## src/rtl/servo_pwm_multi_pkg.sv

```systemverilog
// Shared helpers for the servo PWM generator: clock-to-microsecond divider,
// channel index width and pulse-width clamping.
package servo_pkg;

  typedef struct packed {
    logic [31:0] us;
    logic        clamped;
  } clamp_res_t;

  function automatic int us_div(input int clk_hz);
    return clk_hz / 1_000_000;
  endfunction

  function automatic int ch_width(input int channels);
    return (channels > 1) ? $clog2(channels) : 1;
  endfunction

  function automatic clamp_res_t clamp_us(input int unsigned v,
                                          input int unsigned lo,
                                          input int unsigned hi);
    clamp_res_t r;
    r.clamped = 1'b1;
    if (v < lo)      r.us = lo;
    else if (v > hi) r.us = hi;
    else begin
      r.us      = v;
      r.clamped = 1'b0;
    end
    return r;
  endfunction

endpackage

```

## src/rtl/servo_pwm_multi_channel.sv

```systemverilog
// One servo output: clamped target register, frame-synchronous active register
// (optionally slew-limited when SERVO_SLEW_EN is defined) and the pulse compare.
module servo_channel
  import servo_pkg::*;
#(
  parameter int POS_W        = 16,
  parameter int MIN_US       = 500,
  parameter int MAX_US       = 2500,
`ifdef SERVO_SLEW_EN
  parameter int SLEW_STEP_US = 100,
`endif
  parameter int CENTER_US    = 1500
) (
  input  logic             clk,
  input  logic             resetb,
  input  logic             i_wr_en,
  input  logic [POS_W-1:0] i_wr_us,
  input  logic             i_frame_start,
  input  logic [POS_W-1:0] i_frame_cnt,
  output logic             o_clamp_hit,
  output logic             o_pwm
);

  clamp_res_t       w_clamp;
  logic [POS_W-1:0] r_target;
  logic [POS_W-1:0] r_active;
  logic [POS_W-1:0] w_frame_load;
  logic [POS_W-1:0] w_active_next;

  assign w_clamp     = clamp_us(32'(i_wr_us), MIN_US, MAX_US);
  assign o_clamp_hit = i_wr_en & w_clamp.clamped;

`ifdef SERVO_SLEW_EN
  always_comb begin
    w_frame_load = r_target;
    if (r_target > r_active) begin
      if (r_target - r_active > POS_W'(SLEW_STEP_US))
        w_frame_load = r_active + POS_W'(SLEW_STEP_US);
    end else if (r_active - r_target > POS_W'(SLEW_STEP_US)) begin
      w_frame_load = r_active - POS_W'(SLEW_STEP_US);
    end
  end
`else
  assign w_frame_load = r_target;
`endif

  // The compare uses the value being loaded so the first pulse cycle of a
  // frame already reflects the new width.
  assign w_active_next = i_frame_start ? w_frame_load : r_active;

  always_ff @(posedge clk or negedge resetb) begin
    if (!resetb) begin
      r_target <= POS_W'(CENTER_US);
      r_active <= POS_W'(CENTER_US);
      o_pwm    <= 1'b0;
    end else begin
      if (i_wr_en) r_target <= POS_W'(w_clamp.us);
      r_active <= w_active_next;
      o_pwm    <= (i_frame_cnt < w_active_next);
    end
  end

endmodule

```

## src/rtl/servo_pwm_multi.sv

```systemverilog
// Multi-channel servo PWM top: microsecond prescaler, frame counter, write
// decode and CHANNELS servo_channel instances. Optional slew: SERVO_SLEW_EN.
module servo_pwm_multi
  import servo_pkg::*;
#(
  parameter int CLK_HZ       = 24_000_000,
  parameter int CHANNELS     = 4,
  parameter int POS_W        = 16,
  parameter int PERIOD_US    = 20000,
  parameter int MIN_US       = 500,
  parameter int MAX_US       = 2500,
  parameter int CENTER_US    = 1500,
  parameter int SLEW_STEP_US = 100
) (
  input  logic                          clk,
  input  logic                          resetb,
  input  logic                          wr_valid,
  input  logic [ch_width(CHANNELS)-1:0] wr_ch,
  input  logic [POS_W-1:0]              wr_us,
  output logic                          wr_clamp,
  output logic                          frame_start,
  output logic [CHANNELS-1:0]           pwm
);

  localparam int US_DIV  = us_div(CLK_HZ);
  localparam int CH_W    = ch_width(CHANNELS);
  localparam int PRESC_W = $clog2(US_DIV);

  if (CLK_HZ % 1_000_000 != 0 || US_DIV < 2 || CHANNELS < 1 || CHANNELS > 16 ||
      MIN_US > MAX_US || MAX_US >= PERIOD_US || SLEW_STEP_US < 1) begin : g_bad_cfg
    $error("servo_pwm_multi: invalid parameter set");
  end

  logic [PRESC_W-1:0]  r_presc;
  logic [POS_W-1:0]    r_frame_cnt;
  logic                w_us_tick;
  logic                w_frame_wrap;
  logic [CHANNELS-1:0] w_wr_en;
  logic [CHANNELS-1:0] w_clamp_hit;

  assign w_us_tick    = (r_presc == PRESC_W'(US_DIV - 1));
  assign w_frame_wrap = w_us_tick && (r_frame_cnt == POS_W'(PERIOD_US - 1));

  always_ff @(posedge clk or negedge resetb) begin
    if (!resetb) begin
      r_presc     <= '0;
      r_frame_cnt <= POS_W'(PERIOD_US - 1);
      frame_start <= 1'b0;
      wr_clamp    <= 1'b0;
    end else begin
      r_presc <= w_us_tick ? '0 : r_presc + PRESC_W'(1);
      if (w_us_tick)
        r_frame_cnt <= w_frame_wrap ? '0 : r_frame_cnt + POS_W'(1);
      frame_start <= w_frame_wrap;
      wr_clamp    <= |w_clamp_hit;
    end
  end

  // Out-of-range channel indices match no decode line and are dropped.
  for (genvar gi = 0; gi < CHANNELS; gi++) begin : g_ch
    assign w_wr_en[gi] = wr_valid && (wr_ch == CH_W'(gi));

    servo_channel #(
      .POS_W        (POS_W),
      .MIN_US       (MIN_US),
      .MAX_US       (MAX_US),
`ifdef SERVO_SLEW_EN
      .SLEW_STEP_US (SLEW_STEP_US),
`endif
      .CENTER_US    (CENTER_US)
    ) u_ch (
      .clk           (clk),
      .resetb        (resetb),
      .i_wr_en       (w_wr_en[gi]),
      .i_wr_us       (wr_us),
      .i_frame_start (frame_start),
      .i_frame_cnt   (r_frame_cnt),
      .o_clamp_hit   (w_clamp_hit[gi]),
      .o_pwm         (pwm[gi])
    );
  end

endmodule
```

## config.mk

```make
export PLATFORM = sky130hd
export DESIGN_NAME = servo_pwm_multi
export DESIGN_NICKNAME = d
export VERILOG_FILES = /design/src/rtl/servo_pwm_multi_pkg.sv /design/src/rtl/servo_pwm_multi_channel.sv /design/src/rtl/servo_pwm_multi.sv
export SDC_FILE = /design/constraint.sdc
export NUM_CORES = 1
export LEC_CHECK = 0
export ABC_CLOCK_PERIOD_IN_PS = 2500
export CAP_MARGIN = 20
export CORE_UTILIZATION = 39
export DETAILED_ROUTE_END_ITERATION = 10
export GPL_TIMING_DRIVEN = 0
export PLACE_DENSITY = 0.67
export SYNTH_ARGS = -nofsm -noshare
export SYNTH_HDL_FRONTEND = slang
export SYNTH_SLANG_ARGS = --single-unit
```

## constraint.sdc

```tcl
create_clock -name clk -period 2.5 [get_ports clk]
set_input_delay 0.5 -clock clk [delete_from_list [all_inputs] [get_ports clk]]
set_output_delay 0.5 -clock clk [all_outputs]
set_load 0.01 [all_outputs]
```

==> results.md <==
- Status: finished with violations
- Failing checks: negative setup slack
- Clock transition at path regs: 0.06 ns
- Sinks on Clock Net: 155
- Syn_area_per_cell: 10.94 µm²
- Max stage delay on crit path: 0.56 ns
- Switching power: 0.001137 W
- DR pass1 iterations: 5
- Clk Latency, worst-skew pair: 0.43 ns
- Final Critical Period: 2.529 ns
- GPL Wtd Cong: 0.7927
- Final Util: 48.30%
- Period utilization: 101.2%
- CP Data Required Time: 2.83 ns
- Synth warn: 0
- Tot Pwr: 0.005386 W
- Post-synthesis xor/xnor area fraction: 1.526%
- Slowest cell on the critical path: or4b_4
- DR DRC count: 0
- CTS Hold Bufs: 0
- Fin. Hold Viols: 0
- Combinational share of power: 3.8%
- Register area share after synthesis: 53.07%
- Fin. max-slew vios: 0
- Cell Pwr Density: 596.1 nW/µm²
- Clk pwr share: 47.6%
- #FFs+latches synth: 155
- CP endpoint kind: register
- Antenna-violating nets left: 0
- ANT cells: 0
- Global Route Usage Sum: 18.11%
- Crit path arrival time: 2.86 ns
- Syn_nets: 765
- Synth cell types: 51
- Largest family of logic cells by synthesized area: simple AND/OR/NAND/NOR gates
- Post-synthesis mux area share: 8.786%
- Final setup viols: 1
- Global-route wire length before repair: 27030 µm
- Wire per inst: 17.25 µm
- F_max: 395.4 MHz
- DRT Wirelength: 17090 µm
- Number of core rows: 50
- Post-synth EDFFs: 0
- Gr ovfl total: 0
- Layout Nets: 827
- Io pins: 27
- CP Max Fanout: 6
- Hold Slack: 0.07599 ns
- Max VDD drop: 502.6 µV
- Total core area: 18710 µm²
- Worst Hold Class: input port to async pin
- Syn-to-layout area delta: 21.08%
- Setup ws final: -0.02919 ns
- Adder-Cell Fraction of Synth Area: 10.40%
- Largest net degree at the start of global routing: 84
- Clock Path Buffers: 2
- H-tree depth: 4
- Layout cells sized above 1: 21.66%
- Sw frac: 21.10%
- Primary FF master, synth: dfrtp_1
- CTS root buf: clkbuf_16
- Cell area after layout: 9035 µm²
- DR iter-0 viols: 345
- Seq pwr share: 48.7%
- TritonCTS Buffers: 17
- Internal Power: 0.004249 W
- Antenna violations before repair: 0
- Setup TNS: -0.02919 ns
- Max-cap violations: 0
- Relative slew slack: 30.78%
- Static Leak: 4.361 nW
- CTS tree: built
- Die Wd: 140.3 µm
- Placed inst area: 8048 µm²
- Synth Area in Compound Gates: 9.691%
- Hpwl dp: 11800 µm
- Fillers: 1667
- Clk_skew: 0.01015 ns
- RSZ-0062 raised after global routing: yes
- Die area: 19690 µm²
- Crit path cell chain: buf_6 -> buf_12 -> mux2i_4 -> ha_4 -> nand4_1 -> a211oi_1 -> or4b_4 -> a221oi_4
- Tightest Pin Transition: 1.029 ns
- Netlist Area Pre-Place: 7462 µm²
- # port buffers: 26
- Chip Height: 140.3 µm
- Gate Count Post-Synth: 682
- Crit path launch type: register
- DR vias: 5128
- Post-Synth Simple-Gate Area: 12.04%
- Initial core utilization: 39.89%
- Synth async-reset ratio: 100.0%
- Number of global-route vias before repair: 5017
- Vias per cell: 5.175
- Kind of critical path: register to register
final cells by class:
cell class              instances  area (µm²)  share of cell area [%]
flip-flops and latches        155        3960                   43.83
multi-input cells             445        3371                   37.31
clock buffers                  24       461.7                   5.110
repair buffers                 43       427.9                   4.736
well taps                     234       292.8                   3.241
inverters                      60       225.2                   2.493
plain buffers                  22       177.7                   1.966
clock inverters                 8       118.9                   1.316
Yosys cell counts, types with 2 or more instances:
library cell  count  area [µm²]
and3_1            4       25.02
mux2i_1          61       610.6
or2_2             2       12.51
o21ai_2          10       87.58
a21o_2            2       17.52
dfrtp_1          90        2252
nor4b_1           2       17.52
clkbuf_1         11       41.29
o211ai_1          2       15.01
nor4_1            5       31.28
a41oi_1           3       26.28
and2_1           16       100.1
o31ai_1           3       22.52
a211oi_1          3       22.52
a221o_1           2       20.02
o21ai_0          57       285.3
nand4_1           8       50.05
inv_1            60       225.2
a21oi_1          30       150.1
buf_1             4       15.01
nand3_1          17       85.08
and4_1            3       26.28
o21bai_1          2       15.01
ha_1             62       775.7
nor2_1           29       108.9
a21o_1            4       30.03
buf_4             5       37.54
dfstp_2          65        1708
xnor2_1           8       70.07
nand2_1          76       285.3
mux2_2            4       45.04
xor2_1            5       43.79
nor3_1            9       45.04
logic make-up (layout without fill, tap and decap cells):
group                      after synthesis  count (layout)
adders and majority gates               62              62
xor gates and xnor gates                13              13
buffers and inverters                   82             157
and+or+nand+nor                        183             183
muxes                                   65              65
AOI/OAI and AO/OA                      122             122
DFF                                    155             155
state kept, by name, summed over array words and instances (netlist names):
name,flops
g_ch.u_ch.o_pwm,4
wr_clamp,1
r_frame_cnt,16
frame_start,1
r_presc,5
g_ch.u_ch.r_target,64
g_ch.u_ch.r_active,64
worst max-delay path: cells and delay by family, from the launching register on:
kind / cells / cell delay, ns
and+or+nand+nor: 2 / 0.72
DFF: 1 / 0.40
muxes: 1 / 0.29
buffers and inverters: 2 / 0.35
AOI/OAI and AO/OA: 2 / 0.42
adders and majority gates: 1 / 0.24
power groups by stage:
stage	clock network, W	registers [W]	logic, W
2_1_floorplan	0	0.00265	0.0000733
3_3_place_gp	0	0.00266	0.000195
3_5_place_dp	0	0.00266	0.000205
4_1_cts	0.00262	0.00262	0.000205
5_1_grt	0.00270	0.00262	0.000228
6_report	0.00256	0.00262	0.000202
stage by stage:
stage	instances	worst slack (ns)
floorplan	682	0.001647
global placement	942	-5.295
detailed placement	943	-0.6791
CTS	975	-0.05466
global route	991	-0.08331
finish	991	-0.02919
worst paths after layout:
check / from / to / slack, ns / depth (start not counted)
setup / recovery: frame_start / g_ch[0].u_ch.o_pwm / -0.03 / 8
min in group clk: r_presc[0] / r_presc[0] / 0.46 / 1
hold / removal: resetb / g_ch[3].u_ch.r_target[11] / 0.08 / 1
hold reg to reg: r_presc[0] / r_presc[0] / 0.46 / 1
max in group asynchronous: resetb / g_ch[1].u_ch.r_target[6] / 1.56 / 2
setup reg to reg: frame_start / g_ch[0].u_ch.o_pwm / -0.03 / 8
placed cells by master, fill, tap and decap left out, types with 3 or more instances in the layout:
master            n
nor4_1            5
buf_12            3
clkinv_2          4
a41oi_1           3
mux2i_1          53
xnor2_1           8
nand3_1          17
mux2_2            4
buf_4            17
nor2_1           29
o21ai_0          54
mux2i_4           8
clkbuf_1         15
clkdlybuf4s50_1  25
and2_1           16
ha_4              5
bufinv_16         3
inv_1            60
and3_1            4
clkbuf_16        18
nand4_1           8
dfrtp_1          90
dfstp_2          65
o21ai_2          10
a21oi_1          29
a21o_1            4
buf_6             5
xor2_1            5
nand2_1          76
o21ai_1           3
ha_1             57
and4_1            3
nor3_1            9
repair_timing:
item,4_1_cts,5_1_grt
setup buffers,0,14
endpoints found under the setup margin,4,4
pin swaps,0,10
gates cloned,0,2
gates resized for setup,17,39
layer usage:
| metal | wire (µm) | GRT usage, % | up-vias |
|---|---|---|---|
| met2 | 8161 | 28.18 | 106 |
| met4 | 262 | 6.940 | 0 |
| met5 | 0 | 0 | - |
| li1 | - | - | 2488 |
| met1 | 7944 | 25.18 | 2514 |
| met3 | 726 | 3.179 | 20 |
Power figures use the tool's default switching activity.
